File: src/rtl/ebpf_alu32_operand_stage.sv
// ebpf_alu32_operand_stage
// Operand issue stage in front of the 32-bit ALU. S1 holds a decoded ALU32
// instruction while its operands are read from the register file (with
// same-cycle writeback forwarding). S2 is the registered valid/ready operand
// bundle presented to the ALU. Illegal instructions are dropped on their way
// from S1 to S2 and reported with a one-cycle err_illegal pulse.
module ebpf_alu32_operand_stage #(
    parameter int NUM_REGS = 11,
    parameter int RF_AW    = 4,
    parameter int RF_DW    = 64
) (
    input  logic             clk,
    input  logic             rst_n,

    // decoded instruction in
    input  logic             in_valid,
    output logic             in_ready,
    input  logic [3:0]       in_op,
    input  logic             in_src_is_reg,
    input  logic [RF_AW-1:0] in_dst,
    input  logic [RF_AW-1:0] in_src,
    input  logic [31:0]      in_imm,

    // register file read ports (combinational read)
    output logic [RF_AW-1:0] rf_raddr_a,
    input  logic [RF_DW-1:0] rf_rdata_a,
    output logic [RF_AW-1:0] rf_raddr_b,
    input  logic [RF_DW-1:0] rf_rdata_b,

    // writeback committing this cycle
    input  logic             wb_valid,
    input  logic [RF_AW-1:0] wb_addr,
    input  logic [RF_DW-1:0] wb_data,

    // operand bundle out
    output logic             out_valid,
    input  logic             out_ready,
    output logic [3:0]       out_op,
    output logic [RF_AW-1:0] out_dst,
    output logic [31:0]      out_a,
    output logic [31:0]      out_b,
    output logic             err_illegal
);

    // ALU32 op nibbles that need operand adjustment
    localparam logic [3:0] OP_LSH  = 4'h6;
    localparam logic [3:0] OP_RSH  = 4'h7;
    localparam logic [3:0] OP_NEG  = 4'h8;
    localparam logic [3:0] OP_MOV  = 4'hB;
    localparam logic [3:0] OP_ARSH = 4'hC;
    // highest defined op; D..F are undefined encodings
    localparam logic [3:0] OP_LAST = 4'hC;

    // highest architectural register, which is also the read-only frame pointer
    localparam logic [RF_AW-1:0] RO_REG = RF_AW'(NUM_REGS - 1);

    // ------------------------------------------------------------------
    // S1: captured instruction
    // ------------------------------------------------------------------
    logic             s1_valid_reg;
    logic [3:0]       s1_op_reg;
    logic             s1_src_is_reg_reg;
    logic [RF_AW-1:0] s1_dst_reg;
    logic [RF_AW-1:0] s1_src_reg;
    logic [31:0]      s1_imm_reg;

    // ------------------------------------------------------------------
    // S2: output bundle
    // ------------------------------------------------------------------
    logic             s2_valid_reg;
    logic [3:0]       s2_op_reg;
    logic [RF_AW-1:0] s2_dst_reg;
    logic [31:0]      s2_a_reg;
    logic [31:0]      s2_b_reg;
    logic             err_illegal_reg;

    // ------------------------------------------------------------------
    // handshake
    // ------------------------------------------------------------------
    logic s2_adv;
    logic s1_load;
    logic s1_move;
    logic s1_illegal;
    logic s2_load;

    assign s2_adv   = !s2_valid_reg || out_ready;
    assign in_ready = !s1_valid_reg || s2_adv;
    assign s1_load  = in_valid && in_ready;
    assign s1_move  = s1_valid_reg && s2_adv;
    assign s2_load  = s1_move && !s1_illegal;

    // Legality is judged on the captured fields as the instruction leaves S1.
    // Writing r10 (or anything above it) is illegal; reading r10 is fine.
    always_comb begin
        s1_illegal = 1'b0;
        if (s1_op_reg > OP_LAST)
            s1_illegal = 1'b1;
        if (s1_dst_reg >= RO_REG)
            s1_illegal = 1'b1;
        if (s1_src_is_reg_reg && (s1_src_reg > RO_REG))
            s1_illegal = 1'b1;
    end

    // ------------------------------------------------------------------
    // register reads and writeback forwarding
    // ------------------------------------------------------------------
    // Addresses are parked at r0 when S1 is empty so the RF sees a quiet bus.
    assign rf_raddr_a = s1_valid_reg ? s1_dst_reg : '0;
    assign rf_raddr_b = s1_valid_reg ? s1_src_reg : '0;

    logic [RF_AW-1:0] rd_addr [2];
    logic [31:0]      rd_low  [2];
    logic [31:0]      fwd_val [2];

    assign rd_addr[0] = s1_dst_reg;
    assign rd_addr[1] = s1_src_reg;
    assign rd_low[0]  = rf_rdata_a[31:0];
    assign rd_low[1]  = rf_rdata_b[31:0];

    // Writeback committing this cycle wins over the (still stale) RF data.
    // Re-evaluated every cycle, so a writeback landing while S1 is stalled
    // is picked up before the instruction moves on.
    genvar gi;
    generate
        for (gi = 0; gi < 2; gi++) begin : g_fwd
            assign fwd_val[gi] = (wb_valid && (wb_addr == rd_addr[gi])) ?
                                 wb_data[31:0] : rd_low[gi];
        end
    endgenerate

    // ALU32 only consumes the low words; the upper halves are intentionally dropped.
    logic unused_hi;
    assign unused_hi = ^{wb_data[RF_DW-1:32], rf_rdata_a[RF_DW-1:32], rf_rdata_b[RF_DW-1:32]};

    // ------------------------------------------------------------------
    // ALU32 operand rules
    // ------------------------------------------------------------------
    logic [31:0] op_a;
    logic [31:0] op_b;

    // Select b source, then apply shift masking / NEG / MOV operand rules.
    always_comb begin
        op_a = fwd_val[0];
        op_b = s1_src_is_reg_reg ? fwd_val[1] : s1_imm_reg;
        case (s1_op_reg)
            OP_LSH, OP_RSH, OP_ARSH: op_b = op_b & 32'h0000_001F;
            OP_NEG:                  op_b = 32'h0;
            OP_MOV:                  op_a = 32'h0;
            default:                 ;
        endcase
    end

    // ------------------------------------------------------------------
    // sequential state
    // ------------------------------------------------------------------
    // S1 reloads on accept (even while draining in the same edge), else empties on move.
    always_ff @(posedge clk or negedge rst_n) begin
        if (!rst_n) begin
            s1_valid_reg      <= 1'b0;
            s1_op_reg         <= 4'h0;
            s1_src_is_reg_reg <= 1'b0;
            s1_dst_reg        <= '0;
            s1_src_reg        <= '0;
            s1_imm_reg        <= 32'h0;
        end else if (s1_load) begin
            s1_valid_reg      <= 1'b1;
            s1_op_reg         <= in_op;
            s1_src_is_reg_reg <= in_src_is_reg;
            s1_dst_reg        <= in_dst;
            s1_src_reg        <= in_src;
            s1_imm_reg        <= in_imm;
        end else if (s1_move) begin
            s1_valid_reg      <= 1'b0;
        end
    end

    // S2 updates whenever it may advance; illegal or absent S1 leaves it empty,
    // and its payload only changes when a legal bundle lands (held otherwise).
    always_ff @(posedge clk or negedge rst_n) begin
        if (!rst_n) begin
            s2_valid_reg <= 1'b0;
            s2_op_reg    <= 4'h0;
            s2_dst_reg   <= '0;
            s2_a_reg     <= 32'h0;
            s2_b_reg     <= 32'h0;
        end else if (s2_adv) begin
            s2_valid_reg <= s2_load;
            if (s2_load) begin
                s2_op_reg  <= s1_op_reg;
                s2_dst_reg <= s1_dst_reg;
                s2_a_reg   <= op_a;
                s2_b_reg   <= op_b;
            end
        end
    end

    // Error pulse lands in the slot the dropped instruction would have occupied.
    always_ff @(posedge clk or negedge rst_n) begin
        if (!rst_n)
            err_illegal_reg <= 1'b0;
        else
            err_illegal_reg <= s1_move && s1_illegal;
    end

    assign out_valid   = s2_valid_reg;
    assign out_op      = s2_op_reg;
    assign out_dst     = s2_dst_reg;
    assign out_a       = s2_a_reg;
    assign out_b       = s2_b_reg;
    assign err_illegal = err_illegal_reg;

endmodule

File: config.mk
export PLATFORM = sky130hd
export DESIGN_NAME = ebpf_alu32_operand_stage
export DESIGN_NICKNAME = d
export VERILOG_FILES = /design/src/rtl/ebpf_alu32_operand_stage.sv
export SDC_FILE = /design/constraint.sdc
export NUM_CORES = 1
export LEC_CHECK = 0
export CAP_MARGIN = 0
export CORE_MARGIN = 2
export CORE_UTILIZATION = 41
export DETAILED_ROUTE_END_ITERATION = 8
export PLACE_DENSITY_LB_ADDON = 0.08
export SETUP_SLACK_MARGIN = 0.4
export SYNTH_ARGS = -nofsm -noshare
export SYNTH_HDL_FRONTEND = slang
export SYNTH_SLANG_ARGS = --single-unit
File: constraint.sdc
create_clock -name clk -period 1.91 [get_ports clk]
set_input_delay 0.382 -clock clk [delete_from_list [all_inputs] [get_ports clk]]
set_output_delay 0.382 -clock clk [all_outputs]
set_load 0.03 [all_outputs]
==> impl_metrics.toml, run 1 <==
[setup_path]
timing.rr.start = "s1_src_reg[2]"
critPathSlowestCell = "dfrtp_2"
startpoint = "s1_src_reg[2]"
required_ps = 2190
start_kind = "register"
path_class = "reg2reg"
path_delay_family = "compound AO/OA/AOI/OAI gates"
endpoint_kind = "register"
max_stage_delay_ps = 450
cp_cell_sequence = "buf_6 -> a21oi_4 -> buf_4 -> o2111ai_4 -> buf_12 -> o21ai_0 -> o211ai_1"
arrival_ps = 2150
crit_buf_inv = 3
crit_fanout = 30

[hold_path]
hold_path_class = "in2async"

[floorplanning]
die_x_microns = 129.5
die_h_microns = 129.5
rows = 45
core_region_area_sq_um = 15310
fp.dieArea_sq_um = 16780
io_pins = 329
start_util = 0.4220

[yosys]
ys_top_cells_by_count = "dfrtp_1, o21ai_0, mux2_2"
synth.top_cells.by_area = "dfrtp_1, mux2_2, o41ai_2"
synth.largest_area_cell = "dfrtp_1"
yosysSeqAreaShare = 0.4647
synth_area_sq_um = 6462
synth_cell_types = 38
yosysMostFrequentCell = "dfrtp_1"
synth_nets = 858
synthArstFlopShare = 1.000
synth_top_area_frac = 0.4647
avgSynthCellArea_sq_um = 10.56
synth_enable_flop_cells = 0
synth_ff_type = "dfrtp_1"
ys_seq_elements = 120
yosys_warnings = 0
syn_inst = 612

[cts]
worstSkewPairLatency_ps = 430
numCtsBuffers = 17
cts_tree = "done"
clock_path_buffers = 2
htreeDepth = 4
cts_root_buf = "clkbuf_16"
cts.sinks = 120
clk_pin_slew_ps = 60

[sta]
fin_crit_sh = 0.9792
slew_headroom = 0.7138
finClkSkew_ps = 5.674
setup_viol = 0
rsz0062_at_grt = "true"
timing.final.hold_violations = 0
tightestPinTransition_ps = 428.0
finalMaxSlewViolations = 0
period_needed_ps = 1870
fmax_ghz = 0.5347

[finish]
nNetsFinal = 1176
final_layout_size_suffix_gt1_frac = 0.4687
insertedDiodeCount = 0
post-route-util = 0.7933
syn_to_final_growth_pct = 88.00

[routing]
wirelength_mm = 28.72
post-route-drc-count = 0
via_per_inst = 6.209
firstDrtPassIters = 6
antenna_left = 0
wl_per_cell_microns = 24.88
num_vias = 7165
drt-initial-drc-count = 741

[grt]
grt_first_pass_wirelength_mm = 39.85
track_usage = 0.3140
antenna_found_initial = 0
grt_max_degree = 61
grt_pass1_vias = 6991
grt_overflow = 0

[run_status]
status = "complete, no violations"

[flow_run]
max-cap-violations = 0

[power_and_ir_drop]
peakVddDrop_uv = 724.6
power_density_nw_per_um2 = 1249
total_power_mw = 15.17
power.leakage_nw = 4.923

[place]
portBuffers = 232
gp_congestion = 0.8573
dp.final_hpwl_mm = 16.28
[path summary, 6_finish.rpt]
| path | to | slack [ps] | depth (start not counted) |
|---|---|---|---|
| min in group clk | out_b[22] | 510 | 2 |
| worst max register to register | out_a[1] | 40 | 7 |
| max in group asynchronous | out_b[15] | 1090 | 3 |
| worst min register to register | out_b[22] | 510 | 2 |
| worst max-delay path | out_a[1] | 40 | 7 |
| worst min-delay path | out_dst[2] | 290 | 2 |
[per-layer routing]
layer,up-vias,global-route usage,wire length [microns]
met1,3541,0.4066,11110
met2,500,0.5211,13910
met5,-,0,0
li1,3020,-,-
met3,104,0.06647,2383
met4,0,0.1170,1314
[report_power, final]
part	switching, mW	internal [mW]
clock	1.24	2.05
combinational	4.35	3.41
sequential	0.669	3.46
[per-stage QoR]
step	cells	setup TNS [ps]	worst slack, ps	hold slack [ps]	cell area, sq um
final	1154	0	39.67	293.3	12150
after detailed placement	1055	-14080	-519.5	186.9	9463
after global placement	1055	-11410	-446.9	187.0	9463
after floorplan	612	0	230.7	86.41	6534
after CTS	1138	0	160.0	294.8	11380
after global routing	1154	0	40.07	289.3	12150
[kinds of logic (layout without fill, tap and decap cells)]
group | Yosys count | in the layout | synth area share
AOI/OAI and AO/OA | 202 | 202 | 0.2374
and+or+nand+nor | 156 | 160 | 0.1377
DFF | 120 | 120 | 0.4647
buffers and inverters | 73 | 400 | 0.05711
muxes | 53 | 53 | 0.09235
xor gates and xnor gates | 8 | 8 | 0.01084
[what timing repair did]
item / CTS / global route
resized for setup: 387 / 188
pin swaps: 17 / 39
endpoints found under the hold margin: 9 / 0
hold buffers: 1 / 0
setup endpoints to repair: 201 / 149
buffers inserted: 34 / 9
cloned: 16 / 7
[area by class of cell]
| type | instances | area [sq um] |
|---|---|---|
| clock buffers | 21 | 480.5 |
| clock inverters | 11 | 121.4 |
| fillers | 903 | 3166 |
| inverters | 1 | 3.754 |
| multi-input cells | 423 | 4265 |
| flip-flops and latches | 120 | 3019 |
| well taps | 211 | 264.0 |
| repair buffers | 367 | 3995 |
[cells in the final DEF (no fill, tap or decap), types with 3 or more instances in the layout]
cell | netlist | routed
nand2_4 | 2 | 4
nor4_2 | 0 | 10
o41ai_4 | 0 | 4
clkbuf_8 | 0 | 4
nand2b_1 | 34 | 34
a21oi_2 | 1 | 3
buf_4 | 7 | 74
buf_2 | 13 | 21
dfrtp_1 | 120 | 107
nand4_1 | 32 | 32
buf_16 | 0 | 9
o211ai_1 | 32 | 32
dlygate4sd2_1 | 0 | 4
nand2_8 | 0 | 5
o2111ai_4 | 0 | 8
clkdlybuf4s15_2 | 0 | 52
o21ai_2 | 1 | 4
clkinvlp_4 | 0 | 5
clkbuf_16 | 0 | 21
xnor2_2 | 0 | 5
mux2_2 | 53 | 7
o21ai_1 | 2 | 32
dfrtp_2 | 0 | 13
bufbuf_16 | 0 | 3
and2_4 | 0 | 7
o41ai_2 | 20 | 28
clkinv_2 | 0 | 3
o2111ai_1 | 33 | 11
buf_6 | 7 | 29
a21oi_1 | 33 | 30
nor4_4 | 0 | 19
buf_8 | 0 | 3
clkdlybuf4s50_1 | 0 | 144
buf_12 | 0 | 22
o21ai_0 | 63 | 30
mux2_4 | 0 | 46
o2111ai_2 | 0 | 14
nor2_1 | 34 | 34
Power figures use the tool's default switching activity.
==> inputs of run 2 (changes only) <==
Settings changed: PLACE_DENSITY from default to 0.91, PLACE_DENSITY_LB_ADDON 0.08 to default.
==> run 2 against run 1 <==
  * Flip-flop and latch count unchanged
  * Core utilization shrank 3.9 points
  * Wire length about the same
  * Largest cell class unchanged
==> impl_metrics.toml, run 2 (synthesis results as in run 1) <==
[sta]
finalMaxSlewViolations = 0
period_needed_ps = 1831
fmax_ghz = 0.5462
tightestPinTransition_ps = 676.2
setup_viol = 0
timing.final.hold_violations = 0
rsz0062_at_grt = "true"
slew_headroom = 0.5492
finClkSkew_ps = 7.812
finalSetupTns_ps = 0
fin_crit_sh = 0.9585

[cts]
clk_pin_slew_ps = 60
worstSkewPairLatency_ps = 420
numCtsBuffers = 17
cts_tree = "done"
clock_path_buffers = 2
cts.sinks = 120
htreeDepth = 4
cts_root_buf = "clkbuf_16"

[grt]
globalRouteMet1Util = 0.3682
grtUsageMet3 = 0.07432
track_usage = 0.2919
grt_pass1_vias = 6734
antenna_found_initial = 4
top_usage_layer = "met2"
grt_overflow = 0
grt_max_degree = 120
use_met2 = 0.4511
grt_first_pass_wirelength_mm = 37.07

[setup_path]
timing.rr.start = "s1_dst_reg[1]"
reg2reg_depth = 7
start_kind = "register"
path_class = "reg2reg"
crit_fanout = 5
endpoint_kind = "register"
required_ps = 2220
arrival_ps = 2140
startpoint = "s1_dst_reg[1]"

[place]
dp.final_hpwl_mm = 16.18
portBuffers = 232
gp_congestion = 0.8804

[flow_run]
max-cap-violations = 0

[finish]
final_layout_size_suffix_gt1_frac = 0.4364
post-route-util = 0.7547
multi_input_area_sq_um = 4038
fill_cells = 951
final_cell_mix = "clkdlybuf4s50_1, dfrtp_1, buf_4"
regArea_sq_um = 3015
nNetsFinal = 1146
syn_to_final_growth_pct = 78.86
layout_commonest_cell = "clkdlybuf4s50_1"

[floorplanning]
rows = 45
core_region_area_sq_um = 15310
io_pins = 329
die_h_microns = 129.5
fp.dieArea_sq_um = 16780
start_util = 0.4220
die_x_microns = 129.5

[power_and_ir_drop]
power.leakage_nw = 4.552
power_density_nw_per_um2 = 1297
peakVddDrop_uv = 786.7

[routing]
wirelength_mm = 28.73
antenna_left = 0
post-route-drc-count = 0
num_vias = 7076
firstDrtPassIters = 5
wl_per_cell_microns = 25.47
via_per_inst = 6.273
drt-initial-drc-count = 778

[run_status]
status = "complete, no violations"

[hold_path]
hold_path_class = "in2async"
==> run 2: critical path: stages (launching register included) <==
cell	delay, ps
dfrtp_1	430
o21ai_2	220
buf_4	170
o2111ai_4	120
buf_12	190
nor2_4	110
buf_6	140
mux2_4	320
==> run 2: worst paths after layout <==
path,end,slack [ps]
max in group asynchronous,s1_op_reg[1],780
min,s1_src_reg[2],290
max,out_dst[1],80
max reg2reg,out_dst[1],80
min reg2reg,out_b[5],480
min in group clk,out_b[5],480
==> run 2: per-layer routing <==
metal / share of wire / wire, microns
met5: 0 / 0
met4: 0.063 / 1806
met3: 0.080 / 2284
met2: 0.48 / 13790
met1: 0.38 / 10840
==> run 2: layout make-up <==
class	instances	share of cell area
diodes	5	0.001082
clock buffers	22	0.04016
clock inverters	9	0.01288
inverters	1	0.0003247
multi-input cells	423	0.3493
flip-flops and latches	120	0.2609
well taps	211	0.02284
repair buffers	337	0.3125
==> run 2: what timing repair did <==
item	in CTS	in global routing
setup buffers	12	10
resized for setup	317	180
endpoints found under the setup margin	157	139
hold buffers	1	0
gates cloned	3	12
hold endpoints to repair	1	0
pin swaps	11	51
==> run 2: power by group <==
part           internal (mW)  switching (mW)
Combinational           3.15            4.32
Sequential              3.46           0.647
Clock                   2.24            1.17
Total                   8.85            6.14
==> run 2: per-stage QoR <==
| step | power, mW | area [sq um] | hold WS (ps) | cells | setup slack [ps] |
|---|---|---|---|---|---|
| after floorplan | 7.580 | 6534 | 86.41 | 612 | 230.7 |
| after global placement | 10.18 | 9430 | 174.9 | 1054 | -196.8 |
| after detailed placement | 10.35 | 9430 | 175.7 | 1054 | -318.6 |
| after CTS | 13.91 | 10510 | 269.8 | 1101 | 233.0 |
| after global routing | 15.52 | 11560 | 277.8 | 1127 | 39.18 |
| final | 14.99 | 11560 | 287.3 | 1128 | 79.17 |
